`src/rtl/ctrl_pkg.sv`:
```
// Shared encodings for the RV32I multicycle controller: FSM states, opcodes and
// datapath select codes (aluop is also consumed by alu_decoder).
package ctrl_pkg;

    typedef enum logic [3:0] {
        S_FETCH    = 4'd0,
        S_DECODE   = 4'd1,
        S_MEMADR   = 4'd2,
        S_MEMREAD  = 4'd3,
        S_MEMWB    = 4'd4,
        S_MEMWRITE = 4'd5,
        S_EXECR    = 4'd6,
        S_EXECI    = 4'd7,
        S_ALUWB    = 4'd8,
        S_JAL      = 4'd9,
        S_BEQ      = 4'd10,
        S_TRAP     = 4'd11
    } state_t;

    localparam logic [6:0] OP_LOAD  = 7'b0000011;
    localparam logic [6:0] OP_STORE = 7'b0100011;
    localparam logic [6:0] OP_RTYPE = 7'b0110011;
    localparam logic [6:0] OP_ITYPE = 7'b0010011;
    localparam logic [6:0] OP_JAL   = 7'b1101111;
    localparam logic [6:0] OP_BEQ   = 7'b1100011;

    localparam logic [1:0] SRCA_PC    = 2'b00;
    localparam logic [1:0] SRCA_OLDPC = 2'b01;
    localparam logic [1:0] SRCA_RS1   = 2'b10;

    localparam logic [1:0] SRCB_RS2  = 2'b00;
    localparam logic [1:0] SRCB_IMM  = 2'b01;
    localparam logic [1:0] SRCB_FOUR = 2'b10;

    localparam logic [1:0] RES_ALUOUT    = 2'b00;
    localparam logic [1:0] RES_RDATA     = 2'b01;
    localparam logic [1:0] RES_ALURESULT = 2'b10;

    localparam logic [1:0] ALUOP_ADD   = 2'b00;
    localparam logic [1:0] ALUOP_SUB   = 2'b01;
    localparam logic [1:0] ALUOP_FUNCT = 2'b10;

    localparam logic [1:0] IMM_I = 2'b00;
    localparam logic [1:0] IMM_S = 2'b01;
    localparam logic [1:0] IMM_B = 2'b10;
    localparam logic [1:0] IMM_J = 2'b11;

    typedef struct packed {
        logic is_mem;
        logic is_rtype;
        logic is_itype;
        logic is_jal;
        logic is_beq;
    } op_class_t;

endpackage

```
`src/rtl/instr_decoder.sv`:
```
// Opcode classifier: immediate format select plus the one-hot instruction class
// that steers the decode state.
module instr_decoder
    import ctrl_pkg::*;
(
    input  logic [6:0] i_op,
    output logic [1:0] o_immsrc,
    output op_class_t  o_class
);

    always_comb begin
        o_immsrc = IMM_I;
        o_class  = '0;
        case (i_op)
            OP_LOAD: begin
                o_immsrc       = IMM_I;
                o_class.is_mem = 1'b1;
            end
            OP_STORE: begin
                o_immsrc       = IMM_S;
                o_class.is_mem = 1'b1;
            end
            OP_RTYPE: o_class.is_rtype = 1'b1;
            OP_ITYPE: begin
                o_immsrc         = IMM_I;
                o_class.is_itype = 1'b1;
            end
            OP_JAL: begin
                o_immsrc       = IMM_J;
                o_class.is_jal = 1'b1;
            end
            OP_BEQ: begin
                o_immsrc       = IMM_B;
                o_class.is_beq = 1'b1;
            end
            default: o_class = '0;
        endcase
    end

endmodule

```
`src/rtl/main_fsm.sv`:
```
// Multicycle RV32I control FSM: sequences fetch/decode/execute/memory/writeback and
// drives datapath selects, write enables and aluop, stalling on mem_ready.
module main_fsm
    import ctrl_pkg::*;
#(
    parameter int STATE_W         = 4,
    parameter bit TRAP_ON_ILLEGAL = 1'b1
) (
    input  logic               clk,
    input  logic               rst_n,
    input  logic [6:0]         i_op,
    input  logic               i_zero,
    input  logic               i_mem_ready,
    output logic               o_pcwrite,
    output logic               o_adrsrc,
    output logic               o_irwrite,
    output logic               o_memwrite,
    output logic               o_regwrite,
    output logic [1:0]         o_alusrca,
    output logic [1:0]         o_alusrcb,
    output logic [1:0]         o_resultsrc,
    output logic [1:0]         o_aluop,
    output logic [1:0]         o_immsrc,
    output logic               o_illegal,
    output logic [STATE_W-1:0] o_state_dbg
);

    state_t    r_state;
    state_t    w_next_state;
    op_class_t w_class;
    logic      w_pcupdate;
    logic      w_branch;
    logic      w_irwrite;
    logic      w_memwrite;
    logic      w_regwrite;

    instr_decoder u_instr_decoder (
        .i_op     (i_op),
        .o_immsrc (o_immsrc),
        .o_class  (w_class)
    );

    always_ff @(posedge clk or negedge rst_n) begin
        if (!rst_n) r_state <= S_FETCH;
        else        r_state <= w_next_state;
    end

    always_comb begin
        w_next_state = r_state;
        case (r_state)
            S_FETCH:    if (i_mem_ready) w_next_state = S_DECODE;
            S_DECODE: begin
                if      (w_class.is_mem)   w_next_state = S_MEMADR;
                else if (w_class.is_rtype) w_next_state = S_EXECR;
                else if (w_class.is_itype) w_next_state = S_EXECI;
                else if (w_class.is_jal)   w_next_state = S_JAL;
                else if (w_class.is_beq)   w_next_state = S_BEQ;
                else                       w_next_state = TRAP_ON_ILLEGAL ? S_TRAP : S_FETCH;
            end
            S_MEMADR:   w_next_state = i_op[5] ? S_MEMWRITE : S_MEMREAD;
            S_MEMREAD:  if (i_mem_ready) w_next_state = S_MEMWB;
            S_MEMWB:    w_next_state = S_FETCH;
            S_MEMWRITE: if (i_mem_ready) w_next_state = S_FETCH;
            S_EXECR:    w_next_state = S_ALUWB;
            S_EXECI:    w_next_state = S_ALUWB;
            S_ALUWB:    w_next_state = S_FETCH;
            S_JAL:      w_next_state = S_ALUWB;
            S_BEQ:      w_next_state = S_FETCH;
            S_TRAP:     w_next_state = S_TRAP;
            default:    w_next_state = S_FETCH;
        endcase
    end

    always_comb begin
        w_pcupdate  = 1'b0;
        w_branch    = 1'b0;
        w_irwrite   = 1'b0;
        w_memwrite  = 1'b0;
        w_regwrite  = 1'b0;
        o_adrsrc    = 1'b0;
        o_alusrca   = SRCA_PC;
        o_alusrcb   = SRCB_RS2;
        o_resultsrc = RES_ALUOUT;
        o_aluop     = ALUOP_ADD;
        o_illegal   = 1'b0;
        case (r_state)
            S_FETCH: begin
                o_alusrcb   = SRCB_FOUR;
                o_resultsrc = RES_ALURESULT;
                w_irwrite   = i_mem_ready;
                w_pcupdate  = i_mem_ready;
            end
            S_DECODE: begin
                o_alusrca = SRCA_OLDPC;
                o_alusrcb = SRCB_IMM;
            end
            S_MEMADR: begin
                o_alusrca = SRCA_RS1;
                o_alusrcb = SRCB_IMM;
            end
            S_MEMREAD:  o_adrsrc = 1'b1;
            S_MEMWB: begin
                o_resultsrc = RES_RDATA;
                w_regwrite  = 1'b1;
            end
            S_MEMWRITE: begin
                o_adrsrc   = 1'b1;
                w_memwrite = 1'b1;
            end
            S_EXECR: begin
                o_alusrca = SRCA_RS1;
                o_alusrcb = SRCB_RS2;
                o_aluop   = ALUOP_FUNCT;
            end
            S_EXECI: begin
                o_alusrca = SRCA_RS1;
                o_alusrcb = SRCB_IMM;
                o_aluop   = ALUOP_FUNCT;
            end
            S_ALUWB:    w_regwrite = 1'b1;
            S_JAL: begin
                o_alusrca  = SRCA_OLDPC;
                o_alusrcb  = SRCB_FOUR;
                w_pcupdate = 1'b1;
            end
            S_BEQ: begin
                o_alusrca = SRCA_RS1;
                o_alusrcb = SRCB_RS2;
                o_aluop   = ALUOP_SUB;
                w_branch  = 1'b1;
            end
            S_TRAP:     o_illegal = 1'b1;
            default:    o_illegal = 1'b0;
        endcase
    end

    // Enables are gated by rst_n so nothing is written while reset is held,
    // including the fetch strobes that follow mem_ready combinationally.
    assign o_pcwrite   = rst_n & (w_pcupdate | (w_branch & i_zero));
    assign o_irwrite   = rst_n & w_irwrite;
    assign o_memwrite  = rst_n & w_memwrite;
    assign o_regwrite  = rst_n & w_regwrite;
    assign o_state_dbg = STATE_W'(r_state);

endmodule

```
`config.mk`:
```
export PLATFORM = sky130hd
export DESIGN_NAME = main_fsm
export DESIGN_NICKNAME = d
export VERILOG_FILES = /design/src/rtl/ctrl_pkg.sv /design/src/rtl/instr_decoder.sv /design/src/rtl/main_fsm.sv
export SDC_FILE = /design/constraint.sdc
export NUM_CORES = 1
export LEC_CHECK = 0
export ABC_CLOCK_PERIOD_IN_PS = 1200
export CORE_MARGIN = 3
export CORE_UTILIZATION = 34
export DETAILED_ROUTE_END_ITERATION = 6
export GPL_TIMING_DRIVEN = 1
export PLACE_DENSITY = 0.74
export RECOVER_POWER = 100
export SLEW_MARGIN = 20
export SYNTH_ARGS = -nofsm -noshare
export SYNTH_HDL_FRONTEND = slang
export SYNTH_HIERARCHICAL = 1
export SYNTH_SLANG_ARGS = --single-unit
```
`constraint.sdc`:
```
create_clock -name clk -period 1.2 [get_ports clk]
set_input_delay 0.18 -clock clk [delete_from_list [all_inputs] [get_ports clk]]
set_output_delay 0.18 -clock clk [all_outputs]
set_load 0.005 [all_outputs]
```
==> results of run 1 <==
[metrics by stage]
step,util,hold WS [ns]
3_3_place_gp,0.722,0.619
2_1_floorplan,-,-0.116
3_5_place_dp,0.722,0.632
[cell families after synthesis]
group | count (synthesis) | synth area share
xor+xnor | 2 | 0.0304
simple gates | 48 | 0.518
buf+inv | 7 | 0.0650
flops | 4 | 0.174
compound gates | 18 | 0.213
[cells in the mapped netlist, drive strengths merged (2+ instances only)]
cell type	number	area share
nand2b	4	0.043
nor2	7	0.046
o21ai	2	0.017
nand2	8	0.052
buf	4	0.046
nor2b	3	0.033
a21oi	5	0.043
dfrtp	4	0.17
nor3b	3	0.048
nor3	6	0.052
nor4b	4	0.087
nor4	3	0.033
inv	2	0.013
xnor2	2	0.030
and3	3	0.033
==> metrics, run 1 <==
Die W 47.2 um; EDFF count, synth 0; num ports 31; Initial Utilization 0.370; Root Buffer clkbuf_4; most common flop cell mapped by yosys dfrtp_1; syn avg cell area 7.30 um2; outcome aborted with a tool error; H-tree depth 1; FFs w/ async S/R, synth 1.00; Port Buffer Count 30; area post-placement 1130 um2; Setup WS pre-CTS -0.890 ns; Post-Syn Nets 90; DPL Wire Length 1.67 mm; Die H 47.2 um; routability congestion estimate roughly 0.88; TritonCTS Buffers 3; DP Cell Count 149; First Err [ERROR DPL-0038] Utilization greater than 100%, impossible to legalize; Post-CTS Resized 161; Hold Buf Count CTS 0; Seq/Total Area, Yosys 0.174; Netlist cell types 39; register bit total from synthesis 4; Bufs on Longest Clock Path 2; Synthesis Warnings 6; Mapped Area 577 um2; Exit stage clock tree synthesis; # rows 14; Cells after Synth 79; post-CTS setup buffer count 30; CTS Sinks 4
==> run 2, diff against run 1 <==
--- a/config.mk
+++ b/config.mk
@@ -5,12 +5,12 @@
 export SDC_FILE = /design/constraint.sdc
 export NUM_CORES = 1
 export LEC_CHECK = 0
-export ABC_CLOCK_PERIOD_IN_PS = 1200
-export CORE_MARGIN = 3
-export CORE_UTILIZATION = 34
+export ABC_CLOCK_PERIOD_IN_PS = 1550
+export CORE_AREA = 3 3 64 66
 export DETAILED_ROUTE_END_ITERATION = 6
+export DIE_AREA = 0 0 67 69
 export GPL_TIMING_DRIVEN = 1
-export PLACE_DENSITY = 0.74
+export PLACE_DENSITY_LB_ADDON = 0.15
 export RECOVER_POWER = 100
 export SLEW_MARGIN = 20
 export SYNTH_ARGS = -nofsm -noshare
==> constraint.sdc (replaced) <==
create_clock -name clk -period 1.55 [get_ports clk]
set_input_delay 0.2325 -clock clk [delete_from_list [all_inputs] [get_ports clk]]
set_output_delay 0.2325 -clock clk [all_outputs]
set_load 0.005 [all_outputs]
==> metrics, run 2 <==
outcome finished, violations left; failing checks setup timing; maximum fanout along the worst path 2; DRT antenna net count 0; Bufs on Longest Clock Path 2; core area 3630 um2; most common cell after layout, fill and taps aside buf_4; count of final hold-check violations 0; grt ovf 0; vias per cell 4.43; RSZ-0062 raised after global routing true; Arr. time, crit path 1.48 ns; Post-route DRC 0; max FFs per register 4; Worst Slack Setup Final -0.165 ns; # rows 22; Final Setup Violations 9; startpoint types register; DRT iter0 DRCs 13; DP Cell Count 183; Ant. Diodes 0; Max Slew Vio Count 0; synth top area cells dfrtp_1 17%, nor3_1 5.2%, nand2_1 5.2%; CTS tree yes; H-tree depth 1; post-synth top area cell dfrtp_1; initial antenna violation count 0; final non-filler cell total between 200 and 250; hold_ws 0.440 ns; Total Routing Usage GR 0.116; register bit total from synthesis 4; pin count of the biggest net entering global routing 11; syn avg cell area about 7.3 um2; FFs w/ async S/R, synth 1.00; share of post-route cells with drive strength above 1 0.663; Final Skew between 0.0008 and 0.0009 ns; Tmin final 1.71 ns; Static Leak 0.741 nW; Layout Nets 179; Max-Slew Margin vs Limit 0.770; cell count of the worst hold path 3; DRT Wirelength approximately 2.8 mm; worst hold path type primary input to register; Initial Utilization 0.159; Root Buffer clkbuf_8; Max VDD drop 1.15 mV; clock transition at the registers of the reported paths 0.03 ns; Layout area overhead 179%; Netlist cell types 39; CTS Sinks 4; Tightest Pin Transition 0.345 ns; first-pass GRT wire length about 4.4 mm; worst reg-to-reg path cell count 6; Die H 69 um; top-area cell type share of the netlist area 0.174; Cells after Synth 79; critical path class register to output port; Mapped Area 577 um2; routability congestion estimate 0.758; Power Density 1800 nW/um2; die area about 4600 um2; top cells by count, synth 8 x nand2_1, 7 x nor2_1, 6 x nor3_1; Synthesis Warnings 6; Post-Syn Nets 90; EDFF count, synth 0; Seq/Total Area, Yosys 0.174; CP required around 1.3 ns; DPL Wire Length between 1.5 and 2 mm; post-route clock period utilization 1.11; fmax 583 MHz; Die W between 60 and 70 um; Port Buffer Count 30; max cap viols 0; worst-skew pair later-pin latency 0.21 ns; number of global-route vias before repair 995; num ports 31; most frequent cells in the layout 33 x buf_4, 22 x buf_6, 9 x buf_2; Vias 948; most common flop cell mapped by yosys dfrtp_1; most frequent cell after synthesis nand2_1; TritonCTS Buffers 3; WL/cell 13.1 um; DRT Pass-1 Iters 4; crit path capture type output port
==> run 2: critical path, stage by stage (launching register included) <==
cell	delay [ns]
dfrtp_1	0.39
or3b_1	0.38
a21oi_1	0.15
a31oi_1	0.06
nor3b_2	0.17
buf_2	0.12
==> run 2: per-layer routing <==
layer	vias up	GRT usage	part of all wire
met5	-	0	0
met2	20	0.207	0.52
met3	4	0.00977	0.030
met1	448	0.145	0.43
met4	0	0.0315	0.017
li1	476	-	-
==> run 2: logic make-up after synthesis <==
| kind of cell | after synthesis | share of synthesized area |
|---|---|---|
| buf+inv | 7 | 0.0650 |
| simple gates | 48 | 0.518 |
| flops | 4 | 0.174 |
| compound gates | 18 | 0.213 |
| xor+xnor | 2 | 0.0304 |
==> run 2: cell type report <==
type,count,area [um2]
Tap cell,48,60.1
Multi-Input combinational cell,68,623
Clock buffer,3,41.3
Inverter,2,7.51
Fill cell,371,2020
Sequential cell,4,100
Timing Repair Buffer,89,779
==> run 2: worst paths after layout <==
path / from / end / slack (ns)
min: i_mem_ready / o_state_dbg[2] / 0.44
max reg2reg: o_state_dbg[2] / o_state_dbg[2] / -0.16
min reg2reg: o_state_dbg[0] / o_state_dbg[0] / 0.87
max: o_state_dbg[0] / o_pcwrite / -0.16
max in group asynchronous: rst_n / o_state_dbg[2] / 0.85
min in group asynchronous: rst_n / o_state_dbg[3] / 0.52
==> run 2: metrics by stage <==
stage                     worst slack (ns)   util  instance area, um2  TNS, ns  power, mW
final                               -0.165  0.444                1610   -0.853       2.90
after global routing                -0.252  0.444                1610    -1.65       3.10
after CTS                           -0.195  0.386                1400   -0.636       2.36
after detailed placement            -0.609  0.317                1150    -5.44       1.65
after global placement              -0.598  0.317                1150    -5.47       1.67
after floorplan                   0.000729      -                 577        0      0.837
==> run 2: timing repair <==
item / 4_1_cts / 5_1_grt
cloned: 1 / 0
setup endpoints to repair: 20 / 19
gates resized for setup: 98 / 40
setup buffers: 15 / 14
hold buffers: 0 / 0
pin swaps: 15 / 18
==> run 2: power by group <==
group	switching [mW]	total, mW	internal, mW
Sequential	0.0566	0.210	0.153
Combinational	0.964	2.47	1.51
Clock	0.0501	0.215	0.165
No activity file was read; power rests on OpenSTA's default activity.
==> run 3, diff against run 2 <==
--- a/config.mk
+++ b/config.mk
@@ -5,7 +5,6 @@
 export SDC_FILE = /design/constraint.sdc
 export NUM_CORES = 1
 export LEC_CHECK = 0
-export ABC_CLOCK_PERIOD_IN_PS = 1550
 export CORE_AREA = 3 3 64 66
 export DETAILED_ROUTE_END_ITERATION = 6
 export DIE_AREA = 0 0 67 69
==> results of run 3 <==
No change in the layout: final DEF, timing and power equal those of run 2.
==> run 4, diff against run 3 <==
--- a/config.mk
+++ b/config.mk
@@ -9,6 +9,7 @@
 export DETAILED_ROUTE_END_ITERATION = 6
 export DIE_AREA = 0 0 67 69
 export GPL_TIMING_DRIVEN = 1
+export MAX_ROUTING_LAYER = met4
 export PLACE_DENSITY_LB_ADDON = 0.15
 export RECOVER_POWER = 100
 export SLEW_MARGIN = 20
==> metrics, run 4 (same netlist as run 2, synthesis figures left out) <==
area post-placement between 1000 and 1500 um2; Layout area overhead 179%; Max Slew Vio Count 0; DRT iter0 DRCs 15; post-route clock period utilization 1.11; DRT Pass-1 Iters 4; number of global-route vias before repair approximately 1000; Initial Utilization 0.159; worst hold path type primary input to register; Setup WS pre-CTS -0.609 ns; core area 3630 um2; num ports 31; critical path class register to register; Layout Nets 179; Static Leak around 0.74 nW; worst reg-to-reg path cell count 6; Post-route DRC 0; count of final hold-check violations 0; CTS tree yes; # rows 22; Power Density 1800 nW/um2; share of post-route cells with drive strength above 1 0.663; die area 4620 um2; Root Buffer clkbuf_8; Tmin final 1.72 ns; most frequent cells in the layout 33 x buf_4, 22 x buf_6, 9 x buf_2; Arr. time, crit path between 1.5 and 2 ns; vias per cell around 4.5; Bufs on Longest Clock Path 2; RSZ-0062 raised after global routing true; DPL Wire Length 1.71 mm; Final Setup Violations 9; maximum fanout along the worst path 6; post-route cell area roughly 1600 um2; crit path capture type register; clock transition at the registers of the reported paths 0.03 ns; Worst Slack Setup Final -0.174 ns; routability congestion estimate 0.768; hold_ws 0.443 ns; Tightest Pin Transition 0.350 ns; TritonCTS Buffers 3; Ant. Diodes 0; worst-skew pair later-pin latency 0.21 ns; Die H 69 um; fmax 580 MHz; pin count of the biggest net entering global routing 11; max FFs per register 4; max cap viols 0; Total Routing Usage GR 0.119; final non-filler cell total 214; Die W 67 um; DRT antenna net count 0; first-pass GRT wire length 4.40 mm; WL/cell approximately 13 um; H-tree depth 1; Port Buffer Count 30; DP Cell Count 183; Hold Buf Count CTS 0; failing checks setup timing; Vias 954; Final Skew between 0.0004 and 0.0005 ns; cell count of the worst hold path 3; Max-Slew Margin vs Limit 0.767; CTS Sinks 4; DRT Wirelength around 2.8 mm; TNS Setup -0.878 ns; CP required 1.65 ns; most common cell after layout, fill and taps aside buf_4; Max VDD drop 1.15 mV; startpoint types register; initial antenna violation count 0; outcome finished, violations left; grt ovf 0
[run 4: final timing paths]
kind / from / endpoint / slack (ns)
worst max-delay path: o_state_dbg[2] / o_state_dbg[2] / -0.17
worst min-delay path: i_mem_ready / o_state_dbg[2] / 0.44
worst max register to register: o_state_dbg[2] / o_state_dbg[2] / -0.17
worst min register to register: o_state_dbg[0] / o_state_dbg[0] / 0.87
max in group asynchronous: rst_n / o_state_dbg[2] / 0.86
min in group asynchronous: rst_n / o_state_dbg[3] / 0.52
[run 4: layer usage]
metal,GRT usage,up-vias,share of wire
li1,-,476,-
met1,0.145,454,0.43
met2,0.207,20,0.52
met3,0.00977,4,0.037
met4,0.0315,0,0.018
met5,-,-,0
[run 4: power breakdown]
group | total [mW] | internal [mW] | switching, mW
Sequential | 0.210 | 0.153 | 0.0568
Clock | 0.215 | 0.165 | 0.0502
Combinational | 2.47 | 1.51 | 0.968
Total | 2.90 | 1.82 | 1.08
[run 4: layout make-up]
class | instances | area (um2)
inverter | 2 | 7.51
clock buffer | 3 | 41.3
multi-input combinational | 68 | 623
tap | 48 | 60.1
sequential | 4 | 100
fill | 371 | 2020
timing repair buffer | 89 | 779
[run 4: worst max-delay path, cell delays in order (launching register included)]
cell and delay, ns:
dfrtp_1 0.38, clkbuf_4 0.19, buf_6 0.13, nand2b_4 0.15, buf_6 0.12, o32a_1 0.31, o32ai_2 0.33
[run 4: through the flow]
| step | util | power (mW) |
|---|---|---|
| finish | 0.444 | 2.90 |
| global route | 0.444 | 3.10 |
| CTS | 0.386 | 2.36 |
| detailed placement | 0.317 | 1.65 |
| global placement | 0.317 | 1.67 |
| floorplan | - | 0.837 |
[run 4: repair_timing]
| item | in CTS | in global routing |
|---|---|---|
| setup endpoints to repair | 20 | 19 |
| setup buffers | 15 | 14 |
| resized for setup | 98 | 40 |
| cloned | 1 | 0 |
| pin swaps | 15 | 18 |
